===== src/rtl/ahb_core_master_pkg.sv =====
// ahb_core_master_pkg
// Shared types and constants for the core-side AHB-Lite initiator:
// transfer types, transfer sizes, FSM state codes, protection encodings,
// the default ROM/RAM address map and the store-data lane replicator.
package ahb_core_master_pkg;

    typedef enum logic [1:0] {
        HTRANS_IDLE   = 2'b00,
        HTRANS_BUSY   = 2'b01,
        HTRANS_NONSEQ = 2'b10,
        HTRANS_SEQ    = 2'b11
    } htrans_t;

    localparam logic [2:0] HSIZE_BYTE = 3'd0;
    localparam logic [2:0] HSIZE_HALF = 3'd1;
    localparam logic [2:0] HSIZE_WORD = 3'd2;

    typedef logic [1:0] state_t;
    localparam state_t ST_IDLE = 2'd0;
    localparam state_t ST_ADDR = 2'd1;
    localparam state_t ST_DATA = 2'd2;
    localparam state_t ST_RESP = 2'd3;

    localparam logic [3:0] HPROT_FETCH = 4'b0010;
    localparam logic [3:0] HPROT_DATA  = 4'b0011;

    localparam logic [31:0] DEF_ROM_BASE = 32'h0000_0000;
    localparam logic [31:0] DEF_ROM_MASK = 32'hFFFF_0000;
    localparam logic [31:0] DEF_RAM_BASE = 32'h1000_0000;
    localparam logic [31:0] DEF_RAM_MASK = 32'hFFFF_0000;

    // Store data arrives LSB-justified; AHB slaves pick their own lanes,
    // so narrow stores are replicated across the whole word.
    function automatic logic [31:0] lane_replicate(input logic [2:0] size,
                                                   input logic [31:0] data);
        case (size)
            HSIZE_BYTE: return {4{data[7:0]}};
            HSIZE_HALF: return {2{data[15:0]}};
            default:    return data;
        endcase
    endfunction

endpackage


===== src/rtl/ahb_core_master_if.sv =====
// ahb_core_master_if
// AHB-Lite signals between the initiator and the instruction-ROM /
// data-RAM slave pair.
//   master modport: drives selects, address/control and write data;
//                   receives both slaves' read data, hready and hresp.
//   slave modport : the mirror image, for slave models.
interface ahb_core_master_if;
    logic        HSEL1;
    logic        HSEL2;
    logic [31:0] haddr;
    logic        hwrite;
    logic [2:0]  hsize;
    logic [3:0]  hprot;
    logic [1:0]  htrans;
    logic        is_signed;
    logic [31:0] hwdata;
    logic [31:0] instruction;
    logic [31:0] load_out;
    logic        hready_inst;
    logic        hready_data;
    logic        hresp_inst;
    logic        hresp_data;

    modport master (
        output HSEL1, HSEL2, haddr, hwrite, hsize, hprot, htrans, is_signed, hwdata,
        input  instruction, load_out, hready_inst, hready_data, hresp_inst, hresp_data
    );

    modport slave (
        input  HSEL1, HSEL2, haddr, hwrite, hsize, hprot, htrans, is_signed, hwdata,
        output instruction, load_out, hready_inst, hready_data, hresp_inst, hresp_data
    );
endinterface


===== src/rtl/ahb_load_align.sv =====
// ahb_load_align
// Combinational load-data lane extraction and extension.
//   word      in  32  raw read word from the slave
//   addr      in  2   byte offset of the access
//   size      in  3   0 byte, 1 half, 2 word
//   is_signed in  1   sign-extend when 1, zero-extend when 0
//   result    out 32  aligned, extended load value
module ahb_load_align
    import ahb_core_master_pkg::*;
(
    input  logic [31:0] word,
    input  logic [1:0]  addr,
    input  logic [2:0]  size,
    input  logic        is_signed,
    output logic [31:0] result
);

    logic [7:0]  lane_b;
    logic [15:0] lane_h;

    always_comb begin
        lane_b = word[{addr, 3'b000} +: 8];
        lane_h = word[{addr[1], 4'b0000} +: 16];
        case (size)
            HSIZE_BYTE: result = {{24{is_signed & lane_b[7]}}, lane_b};
            HSIZE_HALF: result = {{16{is_signed & lane_h[15]}}, lane_h};
            default:    result = word;
        endcase
    end

endmodule


===== src/rtl/ahb_core_master.sv =====
// ahb_core_master
// AHB-Lite initiator for the multicycle core's fetch/load-store port.
// One request at a time: decode ROM/RAM target, check alignment, run the
// address and data phases, return an aligned/extended result.
//   clk, reset         system clock, synchronous active-low reset
//   req_valid/ready    core request handshake (ready only in IDLE)
//   req_fetch/write    fetch vs data access, store flag
//   req_addr/wdata     byte address, LSB-justified store data
//   req_size/signed    access size and load extension
//   resp_valid/rdata/err  one-cycle response pulse
//   bus                AHB-Lite master side (ROM on HSEL1, RAM on HSEL2)
module ahb_core_master
    import ahb_core_master_pkg::*;
#(
    parameter int unsigned TIMEOUT_CYCLES = 16,
    parameter logic [31:0] ROM_BASE = DEF_ROM_BASE,
    parameter logic [31:0] ROM_MASK = DEF_ROM_MASK,
    parameter logic [31:0] RAM_BASE = DEF_RAM_BASE,
    parameter logic [31:0] RAM_MASK = DEF_RAM_MASK
) (
    input  logic        clk,
    input  logic        reset,
    input  logic        req_valid,
    output logic        req_ready,
    input  logic        req_fetch,
    input  logic        req_write,
    input  logic [31:0] req_addr,
    input  logic [31:0] req_wdata,
    input  logic [2:0]  req_size,
    input  logic        req_signed,
    output logic        resp_valid,
    output logic [31:0] resp_rdata,
    output logic        resp_err,
    ahb_core_master_if.master bus
);

    localparam int unsigned CNT_W = $clog2(TIMEOUT_CYCLES + 2);
    localparam logic [CNT_W-1:0] CNT_MAX = CNT_W'(TIMEOUT_CYCLES);

    state_t             state;
    logic               lat_fetch;
    logic               lat_write;
    logic [1:0]         lat_offs;
    logic [2:0]         lat_size;
    logic               lat_signed;
    logic [31:0]        lat_wdata;
    logic [CNT_W-1:0]   wait_cnt;
    logic               err_sticky;

    logic               rom_hit;
    logic               ram_hit;
    logic               map_ok;
    logic               align_ok;
    logic               sel_ready;
    logic               sel_resp;
    logic [31:0]        sel_word;
    logic [31:0]        load_word;
    logic [31:0]        final_word;
    logic               err_now;

    assign req_ready = (state == ST_IDLE);

    always_comb begin
        rom_hit = (req_addr & ROM_MASK) == ROM_BASE;
        ram_hit = (req_addr & RAM_MASK) == RAM_BASE;
        if (req_fetch) begin
            map_ok = rom_hit;
        end else begin
            map_ok = ram_hit && !(req_write && rom_hit);
        end
        case (req_size)
            HSIZE_BYTE: align_ok = 1'b1;
            HSIZE_HALF: align_ok = !req_addr[0];
            HSIZE_WORD: align_ok = (req_addr[1:0] == 2'b00);
            default:    align_ok = 1'b0;
        endcase
    end

    // Fetches always target the ROM and data accesses the RAM, so the
    // latched fetch flag doubles as the slave select for the data phase.
    always_comb begin
        sel_ready  = lat_fetch ? bus.hready_inst : bus.hready_data;
        sel_resp   = lat_fetch ? bus.hresp_inst  : bus.hresp_data;
        sel_word   = lat_fetch ? bus.instruction : bus.load_out;
        final_word = lat_fetch ? sel_word : load_word;
        err_now    = err_sticky | sel_resp;
    end

    ahb_load_align u_align (
        .word      (sel_word),
        .addr      (lat_offs),
        .size      (lat_size),
        .is_signed (lat_signed),
        .result    (load_word)
    );

    always_ff @(posedge clk) begin
        if (!reset) begin
            state         <= ST_IDLE;
            lat_fetch     <= 1'b0;
            lat_write     <= 1'b0;
            lat_offs      <= '0;
            lat_size      <= '0;
            lat_signed    <= 1'b0;
            lat_wdata     <= '0;
            wait_cnt      <= '0;
            err_sticky    <= 1'b0;
            resp_valid    <= 1'b0;
            resp_err      <= 1'b0;
            resp_rdata    <= '0;
            bus.HSEL1     <= 1'b0;
            bus.HSEL2     <= 1'b0;
            bus.haddr     <= '0;
            bus.hwrite    <= 1'b0;
            bus.hsize     <= '0;
            bus.hprot     <= '0;
            bus.htrans    <= HTRANS_IDLE;
            bus.is_signed <= 1'b0;
            bus.hwdata    <= '0;
        end else begin
            resp_valid <= 1'b0;
            resp_err   <= 1'b0;
            resp_rdata <= '0;
            case (state)
                ST_IDLE: begin
                    if (req_valid) begin
                        lat_fetch  <= req_fetch;
                        lat_write  <= req_write & ~req_fetch;
                        lat_offs   <= req_addr[1:0];
                        lat_size   <= req_size;
                        lat_signed <= req_signed;
                        lat_wdata  <= req_wdata;
                        if (map_ok && align_ok) begin
                            state         <= ST_ADDR;
                            bus.htrans    <= HTRANS_NONSEQ;
                            bus.HSEL1     <= req_fetch;
                            bus.HSEL2     <= ~req_fetch;
                            bus.haddr     <= req_addr;
                            bus.hwrite    <= req_write & ~req_fetch;
                            bus.hsize     <= req_size;
                            bus.hprot     <= req_fetch ? HPROT_FETCH : HPROT_DATA;
                            bus.is_signed <= req_signed;
                        end else begin
                            state      <= ST_RESP;
                            resp_valid <= 1'b1;
                            resp_err   <= 1'b1;
                        end
                    end
                end
                ST_ADDR: begin
                    state         <= ST_DATA;
                    bus.htrans    <= HTRANS_IDLE;
                    bus.HSEL1     <= 1'b0;
                    bus.HSEL2     <= 1'b0;
                    bus.haddr     <= '0;
                    bus.hwrite    <= 1'b0;
                    bus.hsize     <= '0;
                    bus.hprot     <= '0;
                    bus.is_signed <= 1'b0;
                    bus.hwdata    <= lat_write ? lane_replicate(lat_size, lat_wdata) : '0;
                    wait_cnt      <= '0;
                    err_sticky    <= 1'b0;
                end
                ST_DATA: begin
                    if (sel_resp) begin
                        err_sticky <= 1'b1;
                    end
                    // hready wins over the timeout so a slave answering on
                    // the last permitted cycle still completes normally.
                    if (sel_ready) begin
                        state      <= ST_RESP;
                        resp_valid <= 1'b1;
                        resp_err   <= err_now;
                        resp_rdata <= (err_now || lat_write) ? '0 : final_word;
                        bus.hwdata <= '0;
                    end else if (wait_cnt == CNT_MAX) begin
                        state      <= ST_RESP;
                        resp_valid <= 1'b1;
                        resp_err   <= 1'b1;
                        bus.hwdata <= '0;
                    end else begin
                        wait_cnt <= wait_cnt + 1'b1;
                    end
                end
                ST_RESP: begin
                    state <= ST_IDLE;
                end
                default: begin
                    state <= ST_IDLE;
                end
            endcase
        end
    end

endmodule


===== src/flat_wrapper.sv =====
// flat-port wrapper written by rule: the top's interface ports become plain ports
module ahb_core_master_flat import ahb_core_master_pkg::*;
#(
    parameter int unsigned TIMEOUT_CYCLES = 16,
    parameter logic [31:0] ROM_BASE = DEF_ROM_BASE,
    parameter logic [31:0] ROM_MASK = DEF_ROM_MASK,
    parameter logic [31:0] RAM_BASE = DEF_RAM_BASE,
    parameter logic [31:0] RAM_MASK = DEF_RAM_MASK
)
  (clk, reset, req_valid, req_ready, req_fetch, req_write, req_addr, req_wdata, req_size, req_signed, resp_valid, resp_rdata, resp_err, bus_HSEL1, bus_HSEL2, bus_haddr, bus_hwrite, bus_hsize, bus_hprot, bus_htrans, bus_is_signed, bus_hwdata, bus_instruction, bus_load_out, bus_hready_inst, bus_hready_data, bus_hresp_inst, bus_hresp_data);
  ahb_core_master_if bus_i ();
  input  logic clk;
  input  logic reset;
  input  logic req_valid;
  output logic req_ready;
  input  logic req_fetch;
  input  logic req_write;
  input  logic [31:0] req_addr;
  input  logic [31:0] req_wdata;
  input  logic [2:0] req_size;
  input  logic req_signed;
  output logic resp_valid;
  output logic [31:0] resp_rdata;
  output logic resp_err;
  output wire logic [$bits(bus_i.HSEL1)-1:0] bus_HSEL1;
  output wire logic [$bits(bus_i.HSEL2)-1:0] bus_HSEL2;
  output wire logic [$bits(bus_i.haddr)-1:0] bus_haddr;
  output wire logic [$bits(bus_i.hwrite)-1:0] bus_hwrite;
  output wire logic [$bits(bus_i.hsize)-1:0] bus_hsize;
  output wire logic [$bits(bus_i.hprot)-1:0] bus_hprot;
  output wire logic [$bits(bus_i.htrans)-1:0] bus_htrans;
  output wire logic [$bits(bus_i.is_signed)-1:0] bus_is_signed;
  output wire logic [$bits(bus_i.hwdata)-1:0] bus_hwdata;
  input wire logic [$bits(bus_i.instruction)-1:0] bus_instruction;
  input wire logic [$bits(bus_i.load_out)-1:0] bus_load_out;
  input wire logic [$bits(bus_i.hready_inst)-1:0] bus_hready_inst;
  input wire logic [$bits(bus_i.hready_data)-1:0] bus_hready_data;
  input wire logic [$bits(bus_i.hresp_inst)-1:0] bus_hresp_inst;
  input wire logic [$bits(bus_i.hresp_data)-1:0] bus_hresp_data;
  assign bus_HSEL1 = bus_i.HSEL1;
  assign bus_HSEL2 = bus_i.HSEL2;
  assign bus_haddr = bus_i.haddr;
  assign bus_hwrite = bus_i.hwrite;
  assign bus_hsize = bus_i.hsize;
  assign bus_hprot = bus_i.hprot;
  assign bus_htrans = bus_i.htrans;
  assign bus_is_signed = bus_i.is_signed;
  assign bus_hwdata = bus_i.hwdata;
  assign bus_i.instruction = bus_instruction;
  assign bus_i.load_out = bus_load_out;
  assign bus_i.hready_inst = bus_hready_inst;
  assign bus_i.hready_data = bus_hready_data;
  assign bus_i.hresp_inst = bus_hresp_inst;
  assign bus_i.hresp_data = bus_hresp_data;
  ahb_core_master #(.TIMEOUT_CYCLES(TIMEOUT_CYCLES), .ROM_BASE(ROM_BASE), .ROM_MASK(ROM_MASK), .RAM_BASE(RAM_BASE), .RAM_MASK(RAM_MASK)) u_core (.clk(clk), .reset(reset), .req_valid(req_valid), .req_ready(req_ready), .req_fetch(req_fetch), .req_write(req_write), .req_addr(req_addr), .req_wdata(req_wdata), .req_size(req_size), .req_signed(req_signed), .resp_valid(resp_valid), .resp_rdata(resp_rdata), .resp_err(resp_err), .bus(bus_i));
endmodule

===== config.mk =====
export PLATFORM = sky130hd
export DESIGN_NAME = ahb_core_master_flat
export DESIGN_NICKNAME = d
export VERILOG_FILES = /design/src/rtl/ahb_core_master_pkg.sv /design/src/rtl/ahb_core_master_if.sv /design/src/rtl/ahb_load_align.sv /design/src/rtl/ahb_core_master.sv /design/src/flat_wrapper.sv
export SDC_FILE = /design/constraint.sdc
export NUM_CORES = 1
export LEC_CHECK = 0
export CAP_MARGIN = 20
export CORE_MARGIN = 2
export CORE_UTILIZATION = 35
export DETAILED_ROUTE_END_ITERATION = 6
export GPL_TIMING_DRIVEN = 1
export PLACE_DENSITY_LB_ADDON = 0.05
export SLEW_MARGIN = 0
export SYNTH_ARGS = -nofsm -noshare
export SYNTH_HDL_FRONTEND = slang
export SYNTH_SLANG_ARGS = --single-unit

===== constraint.sdc =====
create_clock -name clk -period 2.4 [get_ports clk]
set_input_delay 0.6 -clock clk [delete_from_list [all_inputs] [get_ports clk]]
set_output_delay 0.6 -clock clk [all_outputs]
set_load 0.005 [all_outputs]

==> results.txt, run 1 <==
dpl hpwl = 15.6 mm
chip height = 145 um
GPL Wtd Cong = 0.783
GRT met2 Usage = 0.330
post-placement cell count = 1,292
# port buffers = 249
diode count = 0
worst hold margin = 0.454 ns
Yosys top cell area share = 0.446
Synth Register Bits = 154
Worst Hold Class = flop to flop
1st-pass router iterations = 5
PnR Total Power = 8.18 mW
Final Hold Violating Endpoints = 0
unrepaired setup endpoints after global routing = false
wire length per cell = 16.4 um
number of synthesized flops with an enable pin = 0
outcome = complete, no violations
Remaining Overflow, GRT = 0
Starting Density = 0.357
skew final = 0.00859 ns
initial antenna violation count = 0
Clock transition at path regs = 0.07 ns
Storage cell area = 3080 um2
Async SR Flop Fraction = 0
power share of the clock group = 0.313
# setup viols final = 0
prevailing post-synth register cell = dfxtp_1
Slew Limit Headroom = 0.322
Adder-Cell Fraction of Synth Area = 0.00904
most common cell in the synthesized netlist = nand2_1
Top Family by Delay on Critical Path = simple AND/OR/NAND/NOR gates
Tmin final = 2.30 ns
vias in the first global route = 6,333
Post-DRT Antenna Nets = 0
max_cap viols = 0
post-synthesis compound-gate area fraction = 0.184
Int Power = 5.23 mW
core footprint = 19,400 um2
switching power = 2.94 mW
leakage power total = 4.01 nW
Crit-path slowest cell = or4_2
Crit. End Element = flop
grt met1 use = 0.279
die area = 20,900 um2
CTS Sinks = 154
worst skew pair latency = 0.42 ns
CTS Buffer Depth = 2
CTS tree = done
Most Crowded Layer GR = met2
Comb pwr share = 0.334
nets@finish = 1,192
H-tree Lvls = 4
Layout area overhead = 51.8%
gr usage total = 0.207
crit-path max cell delay = 0.69 ns
largest net degree at the start of global routing = 71
Core Rows = 51
global-route wire length before repair = 33.6 mm
drt total wl = 21.7 mm
Synth area leader = dfxtp_1
Post-Syn Area = 6920 um2
synth warn = 0
Max VDD drop = 0.557 mV
top post-synthesis cells by area = dfxtp_1 (45%), nand2_1 (9.7%), a21oi_1 (6.4%)
critical path class = input pin to flop
layout cells sized above 1 = 0.125
main combinational cell family by area after synthesis = simple AND/OR/NAND/NOR gates
fin area = 10,500 um2
Required @ worst endpoint = 2.71 ns
Placed Area = 9940 um2
Synth cell types = 56
dpl ws = -0.371 ns
top post-synthesis cells by count = nand2_1 (179), dfxtp_1 (154), a21oi_1 (89), clkbuf_1 (43), mux2i_1 (42)
mux contribution to synthesized area = 0.113
Mapped Avg Cell Area = 8.71 um2
DRC = 0
DR iter-0 viols = 394
final worst setup slack = 0.0971 ns
CTS buffer count = 17
crit share post-route = 0.960
CP bufs+invs = 2
Avg Vias per Cell = 4.99
crit-path max FO = 33
fin cells = 1,324
crit start category = input pin
pin slew with the least headroom to its limit = 1.01 ns
Root Driver = clkbuf_16
via count = 6,604
fillers = 1,893
Seq/Total Area, Yosys = 0.446
Syn Inst Count = 794
fmax = 434 MHz
Ports = 253
Post-Synth Simple-Gate Area = 0.188
WP data arrival = 2.61 ns
setup bufs post-CTS = 0
switching share of total power = 0.360
Final Slew Violations = 0
Sequential Power Share = 0.353
P per Cell Area = 779 nW/um2
crit path cell chain = clkdlybuf4s50_1 -> nor4_2 -> nand4_1 -> or4_2 -> buf_12 -> and3_1
DIE WIDTH = 145 um
# hold bufs at CTS = 0
area of the multi-input gates = 3470 um2
met3 global-route usage = 0.0526
xor/xnor cell area share of the yosys netlist = 0.00127
-- what timing repair did --
| action | CTS | global route |
|---|---|---|
| endpoints found under the hold margin | 0 | 0 |
| setup endpoints to repair | 0 | 5 |
| resized for setup | 0 | 1 |
-- routing by layer --
| layer | vias up | wire, um |
|---|---|---|
| met5 | - | 0 |
| met4 | 0 | 280 |
| met3 | 20 | 1610 |
| met2 | 208 | 9880 |
| met1 | 3069 | 9950 |
| li1 | 3307 | - |
-- worst reg2reg max path, delay by kind of cell, from the launching register on --
| kind | cells | cell delay, ns |
|---|---|---|
| buffers and inverters | 2 | 0.53 |
| muxes | 1 | 0.19 |
| and+or+nand+nor | 1 | 0.18 |
| AOI/OAI and AO/OA | 2 | 0.59 |
| DFF | 1 | 0.47 |
-- cells in the final DEF (no fill, tap or decap), drive strengths merged, types with 2 or more instances in the layout --
master	instances
nand4	4
mux2i	42
o2111ai	8
nor2	11
a221oi	24
o21ai	5
nand2	179
inv	35
ha	5
a21oi	89
a22oi	2
and2	2
nand3	37
a211oi	33
nor3	2
mux4	7
nand3b	3
o31ai	2
buf	53
dfxtp	154
nor4	5
and3	16
o21a	3
nor2b	17
o2bb2ai	7
clkbuf	17
clkdlybuf4s50	249
or3	2
clkinv	5
mux2	18
conb	3
-- through the flow --
| step | utilization | setup TNS [ns] |
|---|---|---|
| floorplan | - | 0 |
| global placement | 0.512 | -16.82 |
| detailed placement | 0.512 | -19.76 |
| CTS | 0.541 | 0 |
| global route | 0.541 | 0 |
| finish | 0.541 | 0 |
-- sequential cells by signal, summed over array words and instances, names as in the netlist --
| register | count |
|---|---|
| u_core.lat_write | 1 |
| u_core.err_sticky | 1 |
| u_core.lat_fetch | 1 |
| u_core.state | 2 |
| u_core.wait_cnt | 5 |
| u_core.resp_rdata | 32 |
| u_core.bus.haddr | 32 |
| u_core.bus.hprot | 2 |
| u_core.bus.hwrite | 1 |
| u_core.lat_size | 3 |
| u_core.bus.HSEL1 | 1 |
| u_core.bus.is_signed | 1 |
| u_core.bus.hwdata | 32 |
| u_core.lat_offs | 2 |
| u_core.lat_wdata | 32 |
| u_core.bus.hsize | 3 |
| u_core.resp_err | 1 |
| u_core.lat_signed | 1 |
| u_core.resp_valid | 1 |
-- cells by family (layout without fill, tap and decap cells) --
kind of cell | after synthesis | in the layout
other cells | 1 | 3
compound gates | 184 | 184
simple gates | 285 | 285
buf+inv | 97 | 360
xor+xnor | 1 | 1
flops | 154 | 154
mux | 67 | 67
fa+ha+maj | 5 | 5
-- area by class of cell --
class / count / share of cell area
Multi-Input combinational cell: 545 / 0.330
Sequential cell: 154 / 0.294
Timing Repair Buffer: 302 / 0.282
Clock buffer: 17 / 0.0405
Tap cell: 265 / 0.0316
Clock inverter: 15 / 0.0124
Inverter: 26 / 0.00929
-- power groups by stage --
| stage | clock (mW) | combinational, mW | sequential [mW] |
|---|---|---|---|
| final | 2.56 | 2.73 | 2.89 |
| after global routing | 2.74 | 3.00 | 2.91 |
| after CTS | 2.63 | 2.75 | 2.89 |
| after detailed placement | 0 | 2.74 | 2.94 |
| after global placement | 0 | 2.74 | 2.94 |
| after floorplan | 0 | 1.62 | 2.88 |
-- final timing paths --
kind	slack [ns]	to	start	cells past startpoint
worst max register to register	0.36	u_core.resp_rdata[12]	u_core.lat_fetch	6
worst max-delay path	0.1	u_core.bus.haddr[27]	req_size[2]	6
worst min register to register	0.45	u_core.bus.hwdata[11]	u_core.bus.hwdata[11]	2
worst min-delay path	0.45	u_core.bus.hwdata[11]	u_core.bus.hwdata[11]	2
Note: power is estimated with default switching activity, not from simulation.
==> run 2, diff against run 1 <==
--- a/config.mk
+++ b/config.mk
@@ -5,11 +5,13 @@
 export SDC_FILE = /design/constraint.sdc
 export NUM_CORES = 1
 export LEC_CHECK = 0
+export ABC_CLOCK_PERIOD_IN_PS = 2400
 export CAP_MARGIN = 20
 export CORE_MARGIN = 2
 export CORE_UTILIZATION = 35
 export DETAILED_ROUTE_END_ITERATION = 6
 export GPL_TIMING_DRIVEN = 1
+export MAX_ROUTING_LAYER = met4
 export PLACE_DENSITY_LB_ADDON = 0.05
 export SLEW_MARGIN = 0
 export SYNTH_ARGS = -nofsm -noshare
==> run 2 against run 1 <==
- non-clock buffer count unchanged
- global-route usage up 0.62 points
- register-to-register slack about the same
- cell count unchanged
- count of clock-buffer cells in the layout unchanged
- clock skew about the same
- power up 0.14%
- sequential power about the same
- final area unchanged
- flip-flop and latch count unchanged
- critical path type unchanged
==> results.txt, run 2 (synthesis results as in run 1) <==
outcome = complete, no violations
Crit. End Element = flop
crit-path max FO = 33
Top Family by Delay on Critical Path = simple AND/OR/NAND/NOR gates
core footprint = 19,400 um2
Hold Startpoint = u_core.bus.hwdata[13]
# setup viols final = 0
Max VDD drop = 0.563 mV
Worst Hold Path EP = u_core.bus.hwdata[13]
CTS Sinks = 154
chip height = 145 um
FF-to-FF Start = u_core.lat_fetch
diode count = 0
skew final = 0.00901 ns
pin slew with the least headroom to its limit = 1.02 ns
critical path class = input pin to flop
WP data arrival = 2.62 ns
Worst Hold Class = flop to flop
crit path cell chain = clkdlybuf4s50_1 -> nor4_2 -> nand4_1 -> or4_2 -> buf_12 -> and3_1
Root Driver = clkbuf_16
GPL Wtd Cong = 0.794
H-tree Lvls = 4
P per Cell Area = 780 nW/um2
Avg Vias per Cell = 4.99
largest net degree at the start of global routing = 71
final setup TNS = 0 ns
Required @ worst endpoint = 2.71 ns
dpl ws = -0.371 ns
via count = 6,610
dpl hpwl = 15.6 mm
Final Hold Violating Endpoints = 0
fin cells = 1,324
initial antenna violation count = 0
drt total wl = 21.8 mm
Crit-path slowest cell = or4_2
crit-path max cell delay = 0.69 ns
leakage power total = 4.01 nW
Most Crowded Layer GR = met2
max_cap viols = 0
grt met1 use = 0.284
fmax = 434 MHz
CP bufs+invs = 2
GRT met2 Usage = 0.331
Tmin final = 2.30 ns
setup bufs post-CTS = 0
crit share post-route = 0.960
flop2flop setup slack = 0.36 ns
Remaining Overflow, GRT = 0
Placed Area = 9940 um2
layout cells sized above 1 = 0.125
capture point of the worst reg-to-reg path = u_core.resp_rdata[14]
worst skew pair latency = 0.42 ns
Slew Limit Headroom = 0.318
most common cell after layout, fill and taps aside = clkdlybuf4s50_1
vias in the first global route = 6,321
Core Rows = 51
unrepaired setup endpoints after global routing = false
global-route wire length before repair = 33.6 mm
Clock transition at path regs = 0.07 ns
DRC = 0
nets@finish = 1,192
# port buffers = 249
reg2reg path depth = 6
met3 global-route usage = 0.0447
fin area = 10,500 um2
final worst setup slack = 0.0957 ns
1st-pass router iterations = 5
DIE WIDTH = 145 um
DR iter-0 viols = 434
Post-DRT Antenna Nets = 0
CTS Buffer Depth = 2
Ports = 253
CTS buffer count = 17
die area = 20,900 um2
PnR Total Power = 8.19 mW
Final Slew Violations = 0
gr usage total = 0.213
Layout area overhead = 51.8%
Starting Density = 0.357
CTS tree = done
# hold bufs at CTS = 0
wire length per cell = 16.5 um
commonest non-fill, non-tap cells in the layout = clkdlybuf4s50_1 (249), nand2_1 (179), dfxtp_1 (153)
post-placement cell count = 1,292
hold path cells = 2
crit start category = input pin
[run 2: cell counts in the layout (fill, tap and decap cells not counted)]
Identical to the previous run, type by type.
[run 2: worst max path at each step]
stage,slack (ns),to,startpoint,depth (start not counted)
CTS,0.08,u_core.bus.haddr[27],req_size[2],6
detailed placement,-0.37,u_core.bus.haddr[29],req_size[2],6
global placement,-0.32,u_core.bus.haddr[30],req_addr[18],6
finish,0.1,u_core.bus.haddr[27],req_size[2],6
global route,0.006,u_core.bus.haddr[27],req_addr[31],6
floorplan,0.25,u_core.resp_rdata[18],bus_hresp_data,5
[run 2: through the flow]
step | utilization | hold slack [ns]
floorplan | - | 0.433
global placement | 0.512 | 0.440
detailed placement | 0.512 | 0.445
CTS | 0.541 | 0.455
global route | 0.541 | 0.477
finish | 0.541 | 0.454
[run 2: report_power, final]
group | total, mW | switching, mW | internal [mW]
logic | 2.74 | 1.60 | 1.14
registers | 2.89 | 0.159 | 2.73
clock network | 2.56 | 1.20 | 1.37
[run 2: final cells by class]
cell class                 instances  area, um2
sequential                       154       3080
multi-input combinational        545       3470
timing repair buffer             302       2970
clock inverter                    15        130
inverter                          26       97.6
fill                            1893       8900
clock buffer                      17        425
tap                              265        332
[run 2: layer usage]
layer | wire, um | part of all wire
met1 | 10100 | 0.46
met2 | 9890 | 0.45
met5 | 0 | 0
met4 | 289 | 0.013
met3 | 1490 | 0.068
[run 2: worst reg2reg max path, stage by stage, from the launching register on]
cell      delay, ns
dfxtp_2        0.46
buf_4          0.32
mux2i_1        0.19
a22oi_1        0.36
nand3_1        0.18
buf_4          0.21
a211oi_1       0.23
[run 2: timing repair]
action,in CTS,in global routing
setup endpoints to repair,0,5
endpoints found under the hold margin,0,0
gates resized for setup,0,1
==> run 3, diff against run 2 <==
--- a/config.mk
+++ b/config.mk
@@ -5,7 +5,7 @@
 export SDC_FILE = /design/constraint.sdc
 export NUM_CORES = 1
 export LEC_CHECK = 0
-export ABC_CLOCK_PERIOD_IN_PS = 2400
+export ABC_CLOCK_PERIOD_IN_PS = 3000
 export CAP_MARGIN = 20
 export CORE_MARGIN = 2
 export CORE_UTILIZATION = 35
@@ -13,7 +13,7 @@
 export GPL_TIMING_DRIVEN = 1
 export MAX_ROUTING_LAYER = met4
 export PLACE_DENSITY_LB_ADDON = 0.05
-export SLEW_MARGIN = 0
+export SLEW_MARGIN = 20
 export SYNTH_ARGS = -nofsm -noshare
 export SYNTH_HDL_FRONTEND = slang
 export SYNTH_SLANG_ARGS = --single-unit
==> constraint.sdc (replaced) <==
create_clock -name clk -period 3 [get_ports clk]
set_input_delay 0.75 -clock clk [delete_from_list [all_inputs] [get_ports clk]]
set_output_delay 0.75 -clock clk [all_outputs]
set_load 0.005 [all_outputs]
==> run 3 against run 2 <==
- die area unchanged
- worst hold slack worse by 0.0022 ns
- via count down 2.2%
- power down 21%
- sequential power down 20%
- register-to-register slack better by 0.40 ns
- global-route usage up 0.068 points
- largest power group unchanged
- flip-flop and latch count unchanged
- clock skew up 0.0016 ns
- utilization down 0.99 points
- count of clock-buffer cells in the layout up 2
- critical endpoint is now u_core.bus.haddr[29]
==> results.txt, run 3 (synthesis results as in run 1) <==
outcome = complete, no violations
DR iter-0 viols = 361
grt met1 use = 0.287
Sequential Power Share = 0.360
CTS Buffer Depth = 2
Placed Area = 9730 um2
DIE WIDTH = 145 um
Required @ worst endpoint = 3.32 ns
crit share post-route = 0.833
unrepaired setup endpoints after global routing = false
fin area = 10,300 um2
critical path class = input pin to flop
Layout area overhead = 49.0%
capture point of the worst reg-to-reg path = u_core.resp_rdata[22]
Tmin final = 2.50 ns
Crit. End Element = flop
area of the multi-input gates = 3460 um2
CTS tree = done
DRC = 0
P per Cell Area = 625 nW/um2
fillers = 1,877
GPL Wtd Cong = 0.812
Clock transition at path regs = 0.07 ns
Final Hold Violating Endpoints = 0
Root Driver = clkbuf_16
initial antenna violation count = 0
chip height = 145 um
dpl hpwl = 15.3 mm
setup bufs post-CTS = 0
worst skew pair latency = 0.42 ns
met3 global-route usage = 0.0411
Int Power = 4.15 mW
CTS resizes = 0
hold path cells = 2
final setup TNS = 0 ns
max_cap viols = 0
Most Crowded Layer GR = met2
Final Slew Violations = 0
Avg Vias per Cell = 4.97
flop2flop setup slack = 0.76 ns
layout cells sized above 1 = 0.102
GRT met2 Usage = 0.325
Comb pwr share = 0.313
1st-pass router iterations = 5
global-route wire length before repair = 33.7 mm
wire length per cell = 16.7 um
via count = 6,463
most common cell after layout, fill and taps aside = clkdlybuf4s50_1
nets@finish = 1,168
switching share of total power = 0.356
commonest non-fill, non-tap cells in the layout = clkdlybuf4s50_1 (249), nand2_1 (179), dfxtp_1 (153)
largest net degree at the start of global routing = 71
CTS Sinks = 154
FF-to-FF Start = u_core.lat_offs[1]
vias in the first global route = 6,240
Worst Hold Path EP = u_core.bus.hwdata[19]
# setup viols final = 0
power share of the clock group = 0.327
leakage power total = 3.88 nW
switching power = 2.29 mW
skew final = 0.0106 ns
# port buffers = 249
H-tree Lvls = 4
CTS buffer count = 17
Core Rows = 51
Post-DRT Antenna Nets = 0
crit start category = input pin
Slew Limit Headroom = 0.385
die area = 20,900 um2
Worst Hold Class = flop to flop
Ports = 253
reg2reg path depth = 5
crit path launch = req_size[2]
core footprint = 19,400 um2
gr usage total = 0.214
pin slew with the least headroom to its limit = 0.919 ns
Max VDD drop = 0.399 mV
WP data arrival = 2.82 ns
worst hold margin = 0.452 ns
drt total wl = 21.7 mm
fmax = 400 MHz
crit-path max FO = 33
Hold Startpoint = u_core.bus.hwdata[19]
Remaining Overflow, GRT = 0
Starting Density = 0.357
# hold bufs at CTS = 0
diode count = 0
Storage cell area = 3080 um2
## run 3: routing by layer
| layer | vias up | wire [um] |
|---|---|---|
| met3 | 27 | 1400 |
| met1 | 2963 | 10100 |
| met2 | 221 | 9890 |
| li1 | 3252 | - |
| met4 | 0 | 316 |
| met5 | - | 0 |
## run 3: final cells by class
type                            instances  area share
Tap cell                              265      0.0322
Clock inverter                         13      0.0127
Multi-Input combinational cell        545       0.336
Clock buffer                           19      0.0430
Sequential cell                       154       0.299
Inverter                               26     0.00947
Timing Repair Buffer                  278       0.268
## run 3: worst max-delay path, stage by stage
cell	delay, ns
clkdlybuf4s50_1	0.42
nor4_1	0.32
nand4_1	0.20
or4_2	0.70
buf_12	0.22
and3_1	0.20
## run 3: through the flow
step                worst slack, ns  std cells  power [mW]   util
finish                        0.500       1300        6.44  0.531
global route                  0.387       1300        6.82  0.531
CTS                           0.505       1300        6.51  0.531
detailed placement           0.0615       1268        4.39  0.502
global placement             0.0865       1268        4.40  0.502
floorplan                     0.701        796        3.60      -
## run 3: how the worst max path moves through the flow
stage	cells past startpoint	to	slack, ns
global placement	6	u_core.bus.haddr[25]	0.09
global route	6	u_core.resp_rdata[19]	0.39
detailed placement	6	u_core.resp_rdata[22]	0.06
floorplan	5	u_core.resp_rdata[18]	0.70
CTS	6	u_core.resp_rdata[22]	0.50
finish	6	u_core.bus.haddr[29]	0.50
## run 3: power by group through the flow
| stage | Combinational, mW | Clock [mW] | Sequential (mW) |
|---|---|---|---|
| floorplan | 1.29 | 0 | 2.30 |
| global placement | 2.04 | 0 | 2.36 |
| detailed placement | 2.03 | 0 | 2.36 |
| CTS | 2.04 | 2.16 | 2.32 |
| global route | 2.24 | 2.24 | 2.34 |
| finish | 2.02 | 2.10 | 2.32 |
